**config.mk**
```make
export PLATFORM = sky130hd
export DESIGN_NAME = request_unit
export DESIGN_NICKNAME = d
export VERILOG_FILES = /design/src/rtl/cpu_types_pkg.sv /design/src/rtl/sat_counter.sv /design/src/rtl/request_unit.sv
export SDC_FILE = /design/constraint.sdc
export NUM_CORES = 1
export LEC_CHECK = 0
export CAP_MARGIN = 5
export CORE_UTILIZATION = 32
export CTS_CLUSTER_DIAMETER = 200
export DETAILED_ROUTE_END_ITERATION = 16
export GPL_TIMING_DRIVEN = 0
export PLACE_DENSITY = 0.86
export SLEW_MARGIN = 10
export SYNTH_ARGS = -nofsm -noshare
export SYNTH_HDL_FRONTEND = slang
export SYNTH_SLANG_ARGS = --single-unit
```
**constraint.sdc**
```tcl
create_clock -name CLK -period 3.2 [get_ports CLK]
set_input_delay 0.48 -clock CLK [delete_from_list [all_inputs] [get_ports CLK]]
set_output_delay 0.48 -clock CLK [all_outputs]
set_load 0.02 [all_outputs]
```
**src/rtl/cpu_types_pkg.sv**
```systemverilog
// Shared CPU datapath types: machine word, ALU operation and the request-unit state.
package cpu_types_pkg;

  typedef logic [31:0] word_t;

  typedef enum logic [3:0] {
    ALU_SLL, ALU_SRL, ALU_ADD, ALU_SUB,
    ALU_AND, ALU_OR,  ALU_XOR, ALU_NOR,
    ALU_SLT, ALU_SLTU
  } aluop_t;

  typedef enum logic [1:0] {
    IDLE   = 2'd0,
    FETCH  = 2'd1,
    DATA   = 2'd2,
    HALTED = 2'd3
  } reqstate_t;

endpackage

```
**src/rtl/sat_counter.sv**
```systemverilog
// Up-counter with enable that sticks at all-ones instead of wrapping.
module sat_counter #(
  parameter int W = 32
) (
  input  logic         CLK,
  input  logic         nRST,
  input  logic         en,
  output logic [W-1:0] cnt
);

  logic [W-1:0] cnt_q, cnt_d;

  always_comb begin
    cnt_d = cnt_q;
    if (en && (cnt_q != '1)) cnt_d = cnt_q + W'(1);
  end

  always_ff @(posedge CLK or negedge nRST) begin
    if (!nRST) cnt_q <= '0;
    else       cnt_q <= cnt_d;
  end

  assign cnt = cnt_q;

endmodule

```
**src/rtl/request_unit.sv**
```systemverilog
// Memory-request sequencer for the single-port CPU (fetch / data / halt).
// Statistics counters are built only when REQUEST_UNIT_STATS_EN is defined.
module request_unit
  import cpu_types_pkg::*;
#(
  parameter int CNT_W = 32
) (
  input  logic             CLK,
  input  logic             nRST,
  input  logic             dREN,
  input  logic             dWEN,
  input  logic             halt,
  input  logic             ihit,
  input  logic             dhit,
  output logic             imemREN,
  output logic             dmemREN,
  output logic             dmemWEN,
  output logic             pc_en,
  output logic             halted,
  output logic [CNT_W-1:0] instr_cnt,
  output logic [CNT_W-1:0] stall_cnt
);

  reqstate_t state_q, state_d;
  logic      dmemREN_q, dmemREN_d;
  logic      dmemWEN_q, dmemWEN_d;
  logic      halted_q, halted_d;

  always_comb begin
    state_d   = state_q;
    dmemREN_d = dmemREN_q;
    dmemWEN_d = dmemWEN_q;
    halted_d  = halted_q;
    imemREN   = 1'b0;
    pc_en     = 1'b0;
    case (state_q)
      IDLE: state_d = FETCH;
      FETCH: begin
        imemREN = 1'b1;
        if (ihit) begin
          if (halt) begin
            state_d  = HALTED;
            halted_d = 1'b1;
          end else if (dREN || dWEN) begin
            // A simultaneous read and write resolves to the write.
            state_d   = DATA;
            dmemREN_d = dREN & ~dWEN;
            dmemWEN_d = dWEN;
          end else begin
            pc_en = 1'b1;
          end
        end
      end
      DATA: begin
        if (dhit) begin
          pc_en     = 1'b1;
          dmemREN_d = 1'b0;
          dmemWEN_d = 1'b0;
          state_d   = FETCH;
        end
      end
      HALTED: ;
      default: state_d = IDLE;
    endcase
  end

  always_ff @(posedge CLK or negedge nRST) begin
    if (!nRST) begin
      state_q   <= IDLE;
      dmemREN_q <= 1'b0;
      dmemWEN_q <= 1'b0;
      halted_q  <= 1'b0;
    end else begin
      state_q   <= state_d;
      dmemREN_q <= dmemREN_d;
      dmemWEN_q <= dmemWEN_d;
      halted_q  <= halted_d;
    end
  end

  assign dmemREN = dmemREN_q;
  assign dmemWEN = dmemWEN_q;
  assign halted  = halted_q;

`ifdef REQUEST_UNIT_STATS_EN
  logic stall_inc;
  assign stall_inc = ((state_q == FETCH) && !ihit) || ((state_q == DATA) && !dhit);

  sat_counter #(.W(CNT_W)) u_instr_cnt (
    .CLK (CLK),
    .nRST(nRST),
    .en  (pc_en),
    .cnt (instr_cnt)
  );

  sat_counter #(.W(CNT_W)) u_stall_cnt (
    .CLK (CLK),
    .nRST(nRST),
    .en  (stall_inc),
    .cnt (stall_cnt)
  );
`else
  assign instr_cnt = '0;
  assign stall_cnt = '0;
`endif

endmodule

```
==> results.cfg <==
[run_status]
status = complete, no violations

[finish]
final_cell_mix = 64 x buf_4, 64 x conb_1, 11 x clkdlybuf4s50_1, 5 x dfrtp_1, 4 x o21ai_0
drive_above_1_share_pct = 40.23
final_util_pct = 52.72
final_nets = 185
area_delta_synth_final_pct = 51.50
antennaDiodeCount = 0

[place]
hpwl_um = 1159
gp_congestion = 0.7708
port_buffers = 11

[clock_tree]
clock_path_buffers = 2
root_buffer = clkbuf_4
cts_resized = 0
cts-htree-levels = 1
clock_latency_ns = 0.25
cts_sinks = 5
cts_tree = done
cts_setup_buffers = 0
cts_buffers = 3
clkTransAtPathRegs_ns = 0.05
cts_hold_buffers = 0

[drt]
drc = 0
routed_wl_um = 1289
drt-initial-drc-count = 5
wl_per_cell_um = 6.381
ant_nets = 0
via_per_inst = 3.109
dr.pass1.iters = 4
vias = 628

[floorplan]
core_area_um2 = 2276
die_y_um = 51.75
rows = 17
initial_core_util_pct = 34.80
ios = 76
die-area_um2 = 2678
die_w_um = 51.75

[timing]
hold_viol = 0
fin_hold_ws_ns = 0.4478
finalCritPeriodShare_pct = 86.65
rsz0062_at_grt = no
finalCriticalPeriod_ns = 2.773
finalSetupTns_ns = 0
fmax_mhz = 360.7
fin_worst_skew_ns = 0.005344
setup_viol = 0
maxSlewViolCount = 0

[hold_path]
hold_class = input pin to async pin

[power_and_ir_drop]
p_total_mw = 0.4704
ir_drop_uv = 280.6
p_per_area_nw_per_um2 = 392.0
p_leak_nw = 0.7468

[worst_setup_path]
cpMaxStageDelayCell = clkdlybuf4s50_1
cp_top_family = buffers and inverters
cp-start-kind = input pin
critical_path_class = input pin to output port
cp_num_buf_inv = 2
critical_path_required_ns = 2.72
path_cells = clkdlybuf4s50_1 > nand3b_2 > or3_1 > a21oi_1 > clkdlybuf4s50_1
cp-end-kind = output port
cpPeakStageDelay_ns = 0.62
cp.arrival_ns = 2.29
critPathMaxFanout = 5
cpMostUsedCell = clkdlybuf4s50_1

[global_routing]
grt_pass1_wl_um = 1904
grt_max_degree = 8
grt.overflow.total = 0
grt_pass1_vias = 499
antenna_found_initial = 0
track_usage_pct = 10.16

[yosys]
syn-cell-area_um2 = 792.0
syn_area_per_cell_um2 = 8.250
synth_seq_cells = 5
synthCells = 96
yosysUniqueCellTypes = 20
synth_warnings = 0
ys_seq_area_share_pct = 15.80

[run]
cap_violations = 0
## layer usage
layer / up-vias / track usage [%] / wire length, um
met5: - / 0 / 0
met4: 0 / 9.009 / 27
met2: 44 / 20.35 / 711
met3: 4 / 2.632 / 156
met1: 239 / 7.597 / 393
li1: 341 / - / -
## sequential cells by signal, summed over array words and instances (netlist names)
name	count
state_q	2
dmemREN	1
dmemWEN	1
halted	1
## cell type report
class	count	area (um^2)
tap	28	35.03
clock buffer	4	26.28
inverter	2	7.507
buffer	64	480.5
timing repair buffer	11	110.1
fill	223	1076
multi-input combinational	88	415.4
sequential	5	125.1
## cell usage after synthesis
cell type	number	area, um^2
conb_1	1	3.750
a211o_1	1	8.760
buf_4	64	480.5
nand3b_2	1	11.26
a21oi_1	2	10.01
o32a_1	1	10.01
dfrtp_1	5	125.1
or3_1	1	6.260
o21ai_0	4	20.02
nor2_1	1	3.750
nor3_1	2	10.01
or3b_1	1	8.760
nand2_1	2	7.510
ha_1	3	37.54
or4b_1	1	10.01
inv_1	2	7.510
nor4_1	1	6.260
a31o_2	1	8.760
nor2b_2	1	8.760
o31ai_1	1	7.510
## stage by stage
step                std cells  cell area, um^2  setup slack (ns)
detailed placement        198             1174            0.4527
global route              202             1200            0.3197
CTS                       202             1200            0.4236
finish                    202             1200            0.4273
floorplan                 159             1028             1.114
global placement          198             1174            0.4379
## power by group
part	leakage [nW]	switching, mW	total (mW)	internal (mW)
registers	0.0560	0.0144	0.0985	0.0841
clock network	0.0150	0.0294	0.0768	0.0474
logic	0.676	0.163	0.295	0.132
## cells by family (layout without fill, tap and decap cells)
family,after synthesis,count (layout),share of synthesized area (%)
buffers and inverters,66,81,61.61
AO/OA/AOI/OAI,10,10,8.216
adder cells (fa/ha/maj),3,3,4.740
AND/OR/NAND/NOR,11,11,9.164
other,1,64,0.4735
flip-flops,5,5,15.80
## final timing paths
path | from | to | slack, ns | depth (start not counted)
worst max-delay path | halt | pc_en | 0.43 | 5
worst min-delay path | nRST | halted | 0.45 | 1
worst max register to register | state_q[1] | dmemREN | 1.58 | 5
worst min register to register | halted | halted | 0.46 | 1
max in group asynchronous | nRST | dmemWEN | 2.55 | 1
min in group CLK | halted | halted | 0.46 | 1
(Power assumes the default switching activity.)
